<file path="config.mk">
export PLATFORM = sky130hd
export DESIGN_NAME = dense_layer_mac
export DESIGN_NICKNAME = d
export VERILOG_FILES = /design/src/rtl/dense_layer_mac.sv
export SDC_FILE = /design/constraint.sdc
export NUM_CORES = 2
export LEC_CHECK = 0
export BUFFER_PORTS_ARGS = -buffer_cell sky130_fd_sc_hd__clkbuf_2
export CAP_MARGIN = 10
export CORE_MARGIN = 2
export CORE_UTILIZATION = 45
export DETAILED_ROUTE_END_ITERATION = 8
export GPL_TIMING_DRIVEN = 0
export PLACE_DENSITY = 0.78
export SLEW_MARGIN = 20
export SYNTH_ARGS = -nofsm -noshare
export SYNTH_HDL_FRONTEND = slang
export SYNTH_SLANG_ARGS = --single-unit
export TNS_END_PERCENT = 1
</file>
<file path="constraint.sdc">
create_clock -name clk -period 8.2 [get_ports clk]
set_clock_uncertainty 0.05 [all_clocks]
set_input_delay 0.82 -clock clk [delete_from_list [all_inputs] [get_ports clk]]
set_output_delay 0.82 -clock clk [all_outputs]
set_load 0.05 [all_outputs]
</file>
<file path="src/rtl/dense_layer_mac.sv">
// dense_layer_mac: sequential fully-connected layer, y = W*x + b, one MAC per cycle.
//
// Weights come from an external synchronous ROM with one cycle of read latency.
// All words are signed two's-complement fixed point with Q_FRAC fractional bits.
//
// Ports:
//   clk          single clock, posedge
//   rst          synchronous active-high reset
//   start        begin a pass (sampled only when idle)
//   data_in      packed x, element i at [i*DATA_WIDTH +: DATA_WIDTH]
//   bias_in      packed b, same packing
//   weight_addr  registered ROM address, W[r][c] at r*INPUT_COUNT+c
//   weight_data  ROM word for the address presented in the previous cycle
//   data_out     packed y, registered, valid in full when done pulses
//   busy         pass in progress
//   done         one-cycle completion pulse
module dense_layer_mac #(
  parameter int unsigned INPUT_COUNT  = 8,
  parameter int unsigned OUTPUT_COUNT = 8,
  parameter int unsigned DATA_WIDTH   = 16,
  parameter int unsigned Q_FRAC       = 8,
  parameter int unsigned ACC_WIDTH    = 40,
  parameter int unsigned ADDR_W       = $clog2(INPUT_COUNT * OUTPUT_COUNT)
) (
  input  logic                                 clk,
  input  logic                                 rst,
  input  logic                                 start,
  input  logic [DATA_WIDTH*INPUT_COUNT-1:0]    data_in,
  input  logic [DATA_WIDTH*OUTPUT_COUNT-1:0]   bias_in,
  output logic [ADDR_W-1:0]                    weight_addr,
  input  logic [DATA_WIDTH-1:0]                weight_data,
  output logic [DATA_WIDTH*OUTPUT_COUNT-1:0]   data_out,
  output logic                                 busy,
  output logic                                 done
);

  localparam int unsigned RowW = (OUTPUT_COUNT > 1) ? $clog2(OUTPUT_COUNT) : 1;
  localparam int unsigned ColW = (INPUT_COUNT > 1) ? $clog2(INPUT_COUNT) : 1;

  // Saturation bounds expressed at accumulator width for a signed compare.
  localparam logic signed [ACC_WIDTH-1:0] SatMax =
    {{(ACC_WIDTH - DATA_WIDTH + 1){1'b0}}, {(DATA_WIDTH - 1){1'b1}}};
  localparam logic signed [ACC_WIDTH-1:0] SatMin =
    {{(ACC_WIDTH - DATA_WIDTH + 1){1'b1}}, {(DATA_WIDTH - 1){1'b0}}};

  typedef enum logic [2:0] {StIdle, StFill, StMac, StWrite, StDone} state_e;

  state_e                               state_q, state_d;
  logic [DATA_WIDTH*INPUT_COUNT-1:0]    x_q, x_d;
  logic [DATA_WIDTH*OUTPUT_COUNT-1:0]   b_q, b_d;
  logic signed [ACC_WIDTH-1:0]          acc_q, acc_d;
  logic [RowW-1:0]                      row_q, row_d;
  logic [ColW-1:0]                      col_q, col_d;
  logic [ADDR_W-1:0]                    addr_q, addr_d;
  logic [DATA_WIDTH*OUTPUT_COUNT-1:0]   out_q, out_d;

  logic signed [DATA_WIDTH-1:0]         x_sel;
  logic signed [DATA_WIDTH-1:0]         w_sel;
  logic signed [2*DATA_WIDTH-1:0]       prod;
  logic signed [ACC_WIDTH-1:0]          prod_ext;
  logic signed [ACC_WIDTH-1:0]          acc_shift;
  logic [DATA_WIDTH-1:0]                sat_val;

  // Bias aligned to the accumulator's binary point.
  function automatic logic signed [ACC_WIDTH-1:0] bias_to_acc(input logic [DATA_WIDTH-1:0] b);
    logic signed [ACC_WIDTH-1:0] ext;
    ext = $signed({{(ACC_WIDTH - DATA_WIDTH){b[DATA_WIDTH-1]}}, b});
    return ext <<< Q_FRAC;
  endfunction

  always_comb begin
    x_sel    = $signed(x_q[int'(col_q)*DATA_WIDTH +: DATA_WIDTH]);
    w_sel    = $signed(weight_data);
    prod     = x_sel * w_sel;
    prod_ext = $signed({{(ACC_WIDTH - 2*DATA_WIDTH){prod[2*DATA_WIDTH-1]}}, prod});
    // Arithmetic shift floors toward minus infinity.
    acc_shift = acc_q >>> Q_FRAC;
    if (acc_shift > SatMax) begin
      sat_val = SatMax[DATA_WIDTH-1:0];
    end else if (acc_shift < SatMin) begin
      sat_val = SatMin[DATA_WIDTH-1:0];
    end else begin
      sat_val = acc_shift[DATA_WIDTH-1:0];
    end
  end

  always_comb begin
    state_d = state_q;
    x_d     = x_q;
    b_d     = b_q;
    acc_d   = acc_q;
    row_d   = row_q;
    col_d   = col_q;
    addr_d  = addr_q;
    out_d   = out_q;

    unique case (state_q)
      StIdle: begin
        if (start) begin
          x_d     = data_in;
          b_d     = bias_in;
          row_d   = '0;
          col_d   = '0;
          addr_d  = '0;
          acc_d   = bias_to_acc(bias_in[0 +: DATA_WIDTH]);
          state_d = StFill;
        end
      end
      StFill: begin
        // ROM is reading the row base address this cycle.
        addr_d  = addr_q + ADDR_W'(1);
        col_d   = '0;
        state_d = StMac;
      end
      StMac: begin
        acc_d  = acc_q + prod_ext;
        addr_d = addr_q + ADDR_W'(1);
        if (col_q == ColW'(INPUT_COUNT - 1)) begin
          col_d   = '0;
          state_d = StWrite;
        end else begin
          col_d = col_q + ColW'(1);
        end
      end
      StWrite: begin
        out_d[int'(row_q)*DATA_WIDTH +: DATA_WIDTH] = sat_val;
        if (row_q == RowW'(OUTPUT_COUNT - 1)) begin
          state_d = StDone;
        end else begin
          row_d   = row_q + RowW'(1);
          acc_d   = bias_to_acc(b_q[(int'(row_q) + 1)*DATA_WIDTH +: DATA_WIDTH]);
          // MAC ran the address one past the next row base; realign it.
          addr_d  = ADDR_W'((int'(row_q) + 1) * int'(INPUT_COUNT));
          state_d = StFill;
        end
      end
      StDone: begin
        state_d = StIdle;
      end
      default: begin
        state_d = StIdle;
      end
    endcase
  end

  always_ff @(posedge clk) begin
    if (rst) begin
      state_q <= StIdle;
      x_q     <= '0;
      b_q     <= '0;
      acc_q   <= '0;
      row_q   <= '0;
      col_q   <= '0;
      addr_q  <= '0;
      out_q   <= '0;
    end else begin
      state_q <= state_d;
      x_q     <= x_d;
      b_q     <= b_d;
      acc_q   <= acc_d;
      row_q   <= row_d;
      col_q   <= col_d;
      addr_q  <= addr_d;
      out_q   <= out_d;
    end
  end

  assign weight_addr = addr_q;
  assign data_out    = out_q;
  assign busy        = (state_q == StFill) || (state_q == StMac) || (state_q == StWrite);
  assign done        = (state_q == StDone);

endmodule

</file>
==> impl_metrics.xml <==
<?xml version="1.0" encoding="UTF-8"?>
<metrics>
  <group name="logic_synthesis">
    <metric name="synthesis.instances" unit="">3438</metric>
    <metric name="synthesis.area_per_instance" unit="µm²">8.61</metric>
    <metric name="synth_seq_cells" unit="">423</metric>
    <metric name="yosys.cell_types.count" unit="">78</metric>
    <metric name="number_of_flops_mapped_to_enable_cells_by_yosys" unit="">0</metric>
    <metric name="post_synthesis_net_count" unit="">4165</metric>
    <metric name="synth_sequential_area_ratio" unit="%">28.6</metric>
    <metric name="synth.yosys.warnings" unit="">0</metric>
    <metric name="post_synth_instance_area" unit="mm²">0.0296</metric>
    <metric name="dominantRegCellSynth" unit="">dfxtp_1</metric>
    <metric name="synth_async_sr_flop_share" unit="%">0</metric>
  </group>
  <group name="clocking">
    <metric name="ctsRootBufferMaster" unit="">clkbuf_16</metric>
    <metric name="clk_pin_slew" unit="ns">0.06</metric>
    <metric name="clock_path_buffers" unit="">3</metric>
    <metric name="tritoncts" unit="">yes</metric>
    <metric name="clock_latency" unit="ns">0.57</metric>
    <metric name="cts-htree-levels" unit="">2</metric>
    <metric name="cts-buffers-inserted" unit="">42</metric>
    <metric name="cts_hold_buffers" unit="">0</metric>
    <metric name="number_of_clock_sinks" unit="">423</metric>
  </group>
  <group name="placed_design">
    <metric name="hpwl" unit="µm">80000</metric>
    <metric name="gp_congestion" unit="">0.974</metric>
    <metric name="pre_cts_slack" unit="ns">-0.986</metric>
    <metric name="dp.cells" unit="">4712</metric>
    <metric name="port_buffers" unit="">409</metric>
    <metric name="placedInstanceArea" unit="mm²">0.0328</metric>
  </group>
  <group name="drt">
    <metric name="detailroute.via_count" unit="">26400</metric>
    <metric name="routedWlPerCell" unit="µm">20.6</metric>
    <metric name="drc" unit="">0</metric>
    <metric name="drt_first_iter_violations" unit="">2590</metric>
    <metric name="drtAntennaViolNets" unit="">0</metric>
    <metric name="firstDrtPassIters" unit="">5</metric>
    <metric name="detail_route.wirelength" unit="µm">98800</metric>
    <metric name="route.detailed.vias_per_inst" unit="">5.49</metric>
  </group>
  <group name="timing">
    <metric name="relSlewSlack" unit="%">34.9</metric>
    <metric name="tns" unit="ns">0</metric>
    <metric name="grt_setup_unrepaired" unit="">yes</metric>
    <metric name="setup_viol_count_final" unit="">0</metric>
    <metric name="finalCriticalPeriod" unit="ns">8.01</metric>
    <metric name="actual_transition_at_the_worst_max_transition_pin" unit="ns">0.977</metric>
    <metric name="fin_crit_sh" unit="%">97.7</metric>
    <metric name="finalHoldViolCount" unit="">0</metric>
    <metric name="slew_violations" unit="">0</metric>
    <metric name="postLayoutSetupSlackWorst" unit="ns">0.188</metric>
    <metric name="clock.fmax" unit="MHz">125</metric>
  </group>
  <group name="worst_setup_path">
    <metric name="slowest_delay" unit="ns">0.57</metric>
    <metric name="rr_startpoint" unit="">col_q[0]</metric>
    <metric name="cp_data_required_time" unit="ns">8.61</metric>
    <metric name="start_kind" unit="">flop</metric>
    <metric name="critical_path.max_fanout" unit="">10</metric>
    <metric name="worst_ep_arrival_time" unit="ns">8.43</metric>
    <metric name="worst_r2r_path_depth" unit="">28</metric>
    <metric name="r2r_setup_slack" unit="ns">0.19</metric>
    <metric name="timing_worst_setup_path_type" unit="">reg2reg</metric>
    <metric name="setup_crit_end_kind" unit="">flop</metric>
    <metric name="rr_endpoint" unit="">acc_q[37]</metric>
    <metric name="timing.critical_path.slowest_stage_cell" unit="">fa_2</metric>
  </group>
  <group name="hold_path">
    <metric name="number_of_cells_on_the_worst_hold_path" unit="">2</metric>
    <metric name="min_from" unit="">b_q[79]</metric>
    <metric name="worst_hold_path_type" unit="">reg2reg</metric>
    <metric name="hold_end" unit="">b_q[79]</metric>
  </group>
  <group name="power">
    <metric name="cellPowerDensity" unit="mW/mm²">504</metric>
    <metric name="vdd_drop_max" unit="mV">0.544</metric>
    <metric name="reported_leakage_power" unit="nW">15.5</metric>
  </group>
  <group name="floorplan">
    <metric name="num_rows" unit="">94</metric>
    <metric name="core-area" unit="mm²">0.0654</metric>
    <metric name="floorplan.initialDensity" unit="%">45.3</metric>
    <metric name="die_h" unit="µm">260</metric>
    <metric name="io_pins" unit="">411</metric>
    <metric name="total_die_area" unit="mm²">0.0679</metric>
    <metric name="die_width" unit="µm">260</metric>
  </group>
  <group name="global_routing">
    <metric name="grt_max_degree" unit="">25</metric>
    <metric name="grt_pass1_vias" unit="">26100</metric>
    <metric name="total_grt_overflow" unit="">0</metric>
    <metric name="grt_antenna_before_repair" unit="">7</metric>
    <metric name="grt_first_pass_wirelength" unit="µm">153000</metric>
    <metric name="grtUsageTotal" unit="%">29.3</metric>
  </group>
  <group name="final_layout">
    <metric name="post_route_cells_drive_above_1_share" unit="%">16.6</metric>
    <metric name="final_cells" unit="">4797</metric>
    <metric name="most-common-layout-cells" unit="">nand2_1 (725), dfxtp_1 (423), clkbuf_2 (417), inv_1 (403), a21oi_1 (388)</metric>
    <metric name="layout_commonest_cell" unit="">nand2_1</metric>
    <metric name="layout.filler_cells" unit="">6045</metric>
    <metric name="final_nets" unit="">4626</metric>
    <metric name="layout.cell_area.non_filler" unit="mm²">0.0344</metric>
    <metric name="syn_to_final_growth" unit="%">16.3</metric>
  </group>
  <group name="run">
    <metric name="max_capacitance_violation_count" unit="">0</metric>
  </group>
  <group name="run_status">
    <metric name="run_status" unit="">finished, final reports clean</metric>
  </group>
</metrics>
## registers in the layout, indices dropped and copies added (netlist names)
register / cells
acc_q: 40
b_q: 112
col_q: 3
data_out: 128
row_q: 3
state_q: 3
weight_addr: 6
x_q: 128
## synth_stat cells (all sizes together) (24+ instances only)
cell type | instances | area [µm²]
inv | 406 | 1520
o21ai | 45 | 229
nor2 | 205 | 772
nor4 | 39 | 244
a21oi | 396 | 2010
clkbuf | 185 | 694
mux4 | 48 | 1080
and2 | 108 | 678
nand2 | 728 | 2740
fa | 330 | 6610
a22oi | 46 | 345
nor3 | 27 | 145
ha | 122 | 1530
mux2 | 24 | 270
nand3 | 43 | 215
buf | 31 | 155
dfxtp | 423 | 8470
## where the power goes
| part | total, mW | switching (mW) | leakage [nW] | internal, mW |
|---|---|---|---|---|
| Combinational | 12.8 | 7.62 | 11.4 | 5.21 |
| Sequential | 2.53 | 0.216 | 3.45 | 2.32 |
| Clock | 1.99 | 0.844 | 0.670 | 1.14 |
## critical path, delay by kind of cell (launching register included)
| family | cells | cell delay, ns |
|---|---|---|
| fa+ha+maj | 7 | 3.51 |
| flops | 1 | 0.35 |
| simple gates | 4 | 0.79 |
| compound gates | 5 | 0.96 |
| buf+inv | 9 | 1.14 |
| mux | 3 | 1.09 |
## cells by family (layout without fill, tap and decap cells)
family                     after synthesis  count (layout)  share of synthesized area (%)
and+or+nand+nor                       1207            1207                           17.6
buffers and inverters                  622            1111                           8.02
AOI/OAI and AO/OA                      607             607                           12.1
adders and majority gates              452             452                           27.5
DFF                                    423             423                           28.6
muxes                                   90              90                           5.17
xor gates and xnor gates                37              37                           1.09
other                                    0               6                              0
## repair_timing
item	4_1_cts	5_1_grt
endpoints found under the setup margin	24	20
gates resized for setup	25	35
pin swaps	2	9
setup buffers	3	11
## stage by stage
stage,util (%),power (mW),hold slack [ns]
finish,52.7,17.4,0.402
detailed placement,50.1,14.5,0.395
global route,52.7,19.1,0.418
global placement,50.1,14.4,0.389
floorplan,-,11.7,0.383
CTS,52.3,16.7,0.401
## worst max-delay path by stage
stage	slack [ns]	end	startpoint
after global placement	-0.82	acc_q[37]	col_q[1]
after detailed placement	-0.99	acc_q[37]	col_q[1]
after global routing	-0.06	acc_q[37]	col_q[0]
after floorplan	0.41	acc_q[37]	col_q[0]
after CTS	0.007	acc_q[37]	col_q[0]
final	0.19	acc_q[37]	col_q[0]
## metal layers
layer  routed length (µm)  track usage, %
met1                39800            38.8
met2                45300            46.8
met3                 9400            6.56
met4                 4260            11.5
met5                   24               0
## final cells by class
cell class / instances / area [µm²] / share of cell area [%]
Antenna cell: 6 / 15.0 / 0.0436
Buffer: 209 / 873 / 2.54
Clock buffer: 59 / 1190 / 3.47
Clock inverter: 13 / 191 / 0.556
Inverter: 406 / 1530 / 4.44
Multi-Input combinational cell: 2393 / 18900 / 54.9
Sequential cell: 423 / 8470 / 24.6
Tap cell: 864 / 1080 / 3.14
Timing Repair Buffer: 424 / 2200 / 6.38
Note: power is estimated with default switching activity, not from simulation.
